[src/rtl/riscv_rb_ctrl.sv]
// Access controller for the 32x32 RISC-V register bank: shares the write port and rs1 read
// port between the core, a four-phase host debug port and a sequenced clear of x1..x31.
module riscv_rb_ctrl #(
    parameter int MAX_WAIT = 8,
    parameter int WAIT_W   = 4
) (
    input  logic        clk,
    input  logic        rst,
    // core side
    input  logic        core_ce,
    input  logic        core_rwr,
    input  logic [4:0]  core_rd,
    input  logic [31:0] core_wbdat,
    input  logic        core_rs_valid,
    input  logic [4:0]  core_rs1,
    input  logic [4:0]  core_rs2,
    output logic [31:0] core_rs1d,
    output logic [31:0] core_rs2d,
    output logic        core_stall,
    // bank side
    output logic        rb_ce,
    output logic        rb_rwr,
    output logic [4:0]  rb_rd,
    output logic [31:0] rb_wbdat,
    output logic [4:0]  rb_rs1,
    output logic [4:0]  rb_rs2,
    input  logic [31:0] rb_rs1d,
    input  logic [31:0] rb_rs2d,
    // host debug port
    input  logic        host_req,
    input  logic        host_we,
    input  logic [4:0]  host_addr,
    input  logic [31:0] host_wdat,
    output logic        host_ack,
    output logic [31:0] host_rdat,
    // clear sequencer
    input  logic        clr_req,
    output logic        clr_busy,
    output logic        clr_done
);

    typedef enum logic [1:0] {IDLE, HWAIT, HACK, CLEAR} state_t;

    state_t            state;
    logic [WAIT_W-1:0] wait_cnt;
    logic [4:0]        clr_idx;
    logic              h_we;
    logic [4:0]        h_addr;
    logic [31:0]       h_wdat;

    logic core_busy;
    logic at_limit;
    logic host_slot;
    logic steal;

    // The core only contends when it is using the very port the host access needs.
    assign core_busy = h_we ? (core_ce & core_rwr) : core_rs_valid;
    assign at_limit  = (wait_cnt == WAIT_W'(MAX_WAIT - 1));
    assign host_slot = (state == HWAIT) && (!core_busy || at_limit);
    assign steal     = (state == HWAIT) && core_busy && at_limit;

    assign core_stall = clr_busy | steal;
    assign core_rs1d  = rb_rs1d;
    assign core_rs2d  = rb_rs2d;

    always_comb begin
        // NOTE: every output gets its pass-through value first so no path leaves it unassigned (no latch).
        rb_ce    = core_ce;
        rb_rwr   = core_rwr;
        rb_rd    = core_rd;
        rb_wbdat = core_wbdat;
        rb_rs1   = core_rs1;
        rb_rs2   = core_rs2;
        if (state == CLEAR) begin
            rb_ce    = 1'b1;
            rb_rwr   = 1'b1;
            rb_rd    = clr_idx;
            rb_wbdat = '0;
        end else if (host_slot) begin
            if (h_we) begin
                rb_ce    = 1'b1;
                rb_rwr   = 1'b1;
                rb_rd    = h_addr;
                rb_wbdat = h_wdat;
            end else begin
                rb_rs1 = h_addr;
            end
        end
    end

    // NOTE: all state and registered outputs use non-blocking assignments so every
    // register sees the pre-edge values of the others, whatever the statement order.
    always_ff @(posedge clk) begin
        if (!rst) begin
            state     <= IDLE;
            wait_cnt  <= '0;
            clr_idx   <= 5'd1;
            h_we      <= 1'b0;
            h_addr    <= '0;
            h_wdat    <= '0;
            host_ack  <= 1'b0;
            host_rdat <= '0;
            clr_busy  <= 1'b0;
            clr_done  <= 1'b0;
        end else begin
            clr_done <= 1'b0;
            case (state)
                IDLE: begin
                    if (clr_req) begin
                        clr_busy <= 1'b1;
                        state    <= CLEAR;
                    end else if (host_req) begin
                        h_we     <= host_we;
                        h_addr   <= host_addr;
                        h_wdat   <= host_wdat;
                        wait_cnt <= '0;
                        state    <= HWAIT;
                    end
                end
                HWAIT: begin
                    if (host_slot) begin
                        host_rdat <= h_we ? h_wdat : rb_rs1d;
                        host_ack  <= 1'b1;
                        state     <= HACK;
                    end else begin
                        wait_cnt <= wait_cnt + WAIT_W'(1);
                    end
                end
                HACK: begin
                    if (!host_req) begin
                        host_ack <= 1'b0;
                        state    <= IDLE;
                    end
                end
                CLEAR: begin
                    if (clr_idx == 5'd31) begin
                        clr_idx  <= 5'd1;
                        clr_busy <= 1'b0;
                        clr_done <= 1'b1;
                        state    <= IDLE;
                    end else begin
                        clr_idx <= clr_idx + 5'd1;
                    end
                end
                default: state <= IDLE;
            endcase
        end
    end

endmodule

[config.mk]
export PLATFORM = sky130hd
export DESIGN_NAME = riscv_rb_ctrl
export DESIGN_NICKNAME = d
export VERILOG_FILES = /design/src/rtl/riscv_rb_ctrl.sv
export SDC_FILE = /design/constraint.sdc
export NUM_CORES = 1
export LEC_CHECK = 0
export BUFFER_PORTS_ARGS = -buffer_cell sky130_fd_sc_hd__clkbuf_2
export CORE_AREA = 2 2 118 120
export DETAILED_ROUTE_END_ITERATION = 6
export DIE_AREA = 0 0 120 122
export GPL_TIMING_DRIVEN = 0
export PLACE_DENSITY = 0.82
export SLEW_MARGIN = 25
export SYNTH_ARGS = -nofsm -noshare
export SYNTH_HDL_FRONTEND = slang
export SYNTH_SLANG_ARGS = --single-unit
[constraint.sdc]
create_clock -name clk -period 1.6 [get_ports clk]
set_clock_uncertainty 0.1 [all_clocks]
set_input_delay 0 -clock clk [delete_from_list [all_inputs] [get_ports clk]]
set_output_delay 0 -clock clk [all_outputs]
set_load 0.05 [all_outputs]
==> metrics.md <==
| Metric | Value |
|---|---|
| Area of the multi-input gates | 3654 µm² |
| Crit. End Element | output port |
| Root buffer cell | clkbuf_16 |
| Status | finished, violations left |
| Setup CP Type | reg -> out |
| Synth unique cells | between 40 and 50 |
| Final ANT Viol Nets | 0 |
| Asr flop ratio synth | 0% |
| Most common cell in the netlist | nand2_1 |
| Synth warn | 0 |
| Clock Latency Late Sink | roughly 0.35 ns |
| Worst Max-Slew Pin Slew | roughly 0.95 ns |
| Leading cell types by total area after synthesis | dfxtp_1 35%, nand2_1 12%, a21oi_1 11%, buf_4 11%, a211oi_2 7.8% |
| Inst Count DP | 1054 |
| Synth top area share | a little over a third |
| Total grt overflow | 0 |
| Mapped Cells | slightly above 600 |
| Max-Cap Viols | 0 |
| DR iter-0 viols | ~440 |
| Clock Path Buffers | 2 |
| Die height | ~120 µm |
| R2r worst-path depth | 8 |
| GRT Overall Usage | between 20% and 30% |
| First-pass iteration count of the detailed router | 5 |
| Switching pwr | between 3 and 4 mW |
| Largest net degree at the start of global routing | 14 |
| Endpoints failing setup | between 80 and 90 |
| Die width | approximately 120 µm |
| RSZ-0062 raised after global routing | true |
| GPL Wtd Cong | approximately 0.83 |
| Sw Ratio | a little under 40% |
| F_max | between 0.4 and 0.5 GHz |
| Clock slew at reported path FFs | around 0.06 ns |
| I/O Pins | just over 300 |
| Startpoint Class | flop |
| Initial Util | 35.62% |
| Number of global-route vias before repair | between 6000 and 7000 |
| Pins Over Slew Limit | 0 |
| Share of layout cells above drive strength 1 | approximately two thirds |
| Final Hold Viols | 0 |
| Synth-to-Final Area Change | 110.1% |
| DP Wirelength | 13130 µm |
| WP data arrival | between 2 and 2.5 ns |
| Minimum clock period | 2.139 ns |
| H-tree Lvls | 3 |
| Initial antenna violation count | 0 |
| Pwr/cell area | a little over 800 nW/µm² |
| Hold Crit Class | in -> out |
| Peak VDD IR | around 0.00076 V |
| Top_reg_cell synth | dfxtp_1 |
| Nets | 1163 |
| Final worst setup slack | -0.5388 ns |
| CTS Buf Count | 9 |
| IO Port Bufs | approximately 270 |
| DR vias/cell | ~5.3 |
| Post-route DRC violation count | 0 |
| Cell taking the most area after synthesis | dfxtp_1 |
| Clock tree sinks | 84 |
| Hold Path Stages | 2 |
| Synth Cell Area | 4810 µm² |
| #FFs+latches synth | between 80 and 90 |
| CP required | 1.50 ns |
| Row cnt | 43 |
| Layout filler cell count | between 800 and 900 |
| Sequential fraction of the synthesis area | about a third |
| # diodes | 0 |
| Clock network fraction of total power | a little over a quarter |
| Fin crit share | 133.7% |
| Post-synth EDFFs | 0 |
| Gate power share | 44.1% |
| Mean Syn Cell Area | about 8 µm² |
| First-pass GRT wire length | about 33000 µm |
| Lkg Pwr | 4.593 nW |
| Commonest cells post-synth | 160 x nand2_1, 109 x a21oi_1, 84 x dfxtp_1, 72 x buf_4, 33 x mux2i_1 |
| Tot Pwr | roughly 8.2 mW |
| Wirelength per Cell | 20.38 µm |
| Post-Syn Nets | 766 |
| Sequential power share | 29.4% |
| Failing checks | negative setup slack |
| Vias | about 6300 |
| Core footprint | between 10000 and 15000 µm² |
| Final std cells w/o fill | between 1000 and 1500 |
| Register area | 1697 µm² |
| Internal Power | 5.006 mW |
| CTS tree | yes |
| Total wire length | approximately 24000 µm |
| Die area | 14640 µm² |
| CP max FO | 5 |
| Slew margin rel. | roughly 37% |
-- metal layers --
| metal | track usage [%] | share of wire [%] | vias up |
|---|---|---|---|
| met2 | 53.52 | 53 | 382 |
| met1 | 29.34 | 35 | 2982 |
| met3 | 8.801 | 7.5 | 90 |
| met5 | 0 | 0 | - |
| met4 | 16.62 | 4.0 | 0 |
| li1 | - | - | 2809 |
-- registers in the layout, summed over array words and instances, names as in the netlist --
register / flops
clr_idx: 5
clr_done: 1
h_addr: 5
host_rdat: 32
h_we: 1
wait_cnt: 4
host_ack: 1
h_wdat: 32
state: 2
clr_busy: 1
-- what timing repair did --
action                                  in CTS  in global routing
endpoints found under the hold margin       78                  0
hold buffers                                73                  0
setup buffers                               30                 15
endpoints found under the setup margin     126                128
pin swaps                                   34                 65
resized for setup                          279                162
gates cloned                                 7                  4
-- final timing paths --
check,slack (ns),start,end
hold / removal,0.23,rb_rs2d[24],core_rs2d[24]
setup reg to reg,-0.23,wait_cnt[1],host_rdat[21]
hold reg to reg,0.39,h_wdat[7],h_wdat[7]
setup / recovery,-0.54,wait_cnt[0],rb_wbdat[21]
-- stage by stage --
stage / instance area [µm²] / setup TNS, ns / setup WS (ns) / util [%] / hold WS [ns]
after floorplan: 5360 / -1.871 / -0.05880 / - / -0.01334
after global placement: 6922 / -32.60 / -0.4451 / 51.26 / 0.1226
after detailed placement: 6922 / -32.98 / -0.4547 / 51.26 / 0.1300
after CTS: 9400 / -23.77 / -0.5292 / 69.61 / 0.1484
after global routing: 10100 / -32.04 / -0.6042 / 74.83 / 0.2299
final: 10100 / -28.22 / -0.5388 / 74.83 / 0.2271
-- cell usage in the layout, fill, tap and decap left out, types with 3 or more instances in the layout --
cell	n
a211oi_2	31
a21oi_1	41
a21oi_2	29
a21oi_4	39
and3_4	3
buf_12	14
buf_2	3
buf_4	99
buf_6	11
buf_8	48
clkbuf_1	9
clkbuf_16	22
clkbuf_2	223
clkbuf_8	6
dfxtp_1	76
dfxtp_2	6
dlygate4sd3_1	73
ha_4	3
inv_1	3
mux2_4	5
mux2i_1	33
nand2_1	89
nand2_2	22
nand2_4	47
nand3_1	4
nand3_2	4
nand3_4	3
nor2_1	10
-- power by group through the flow --
stage / Sequential, mW / Combinational (mW) / Clock [mW]
5_1_grt: 2.42 / 3.75 / 2.27
6_report: 2.41 / 3.61 / 2.18
3_3_place_gp: 2.39 / 2.57 / 0
3_5_place_dp: 2.40 / 2.60 / 0
4_1_cts: 2.38 / 3.21 / 2.18
2_1_floorplan: 2.66 / 1.69 / 0
-- area by class of cell --
class / instances / share of cell area, %
Inverter: 4 / 0.1486
Timing Repair Buffer: 390 / 31.64
Sequential cell: 84 / 16.79
Multi-Input combinational cell: 405 / 36.16
Clock inverter: 4 / 0.4705
Clock buffer: 12 / 2.538
Tap cell: 180 / 2.229
Buffer: 110 / 10.03
-- critical path, cell delays in order, from the launching register on --
cell	delay, ns
dfxtp_4	0.35
ha_4	0.16
and3b_2	0.23
o211ai_4	0.20
buf_12	0.17
clkbuf_16	0.17
nand2_4	0.06
a21oi_4	0.16
buf_8	0.17
-- cells by family (layout without fill, tap and decap cells) --
logic type               after synthesis  count (layout)  share of synthesized area (%)
AO/OA/AOI/OAI                        161             161                          22.84
adder cells (fa/ha/maj)                3               3                         0.7805
buffers and inverters                118             520                          15.63
flip-flops                            84              84                          34.96
multiplexers                          38              38                          8.038
AND/OR/NAND/NOR                      203             203                          17.74
No activity file was read; power rests on OpenSTA's default activity.
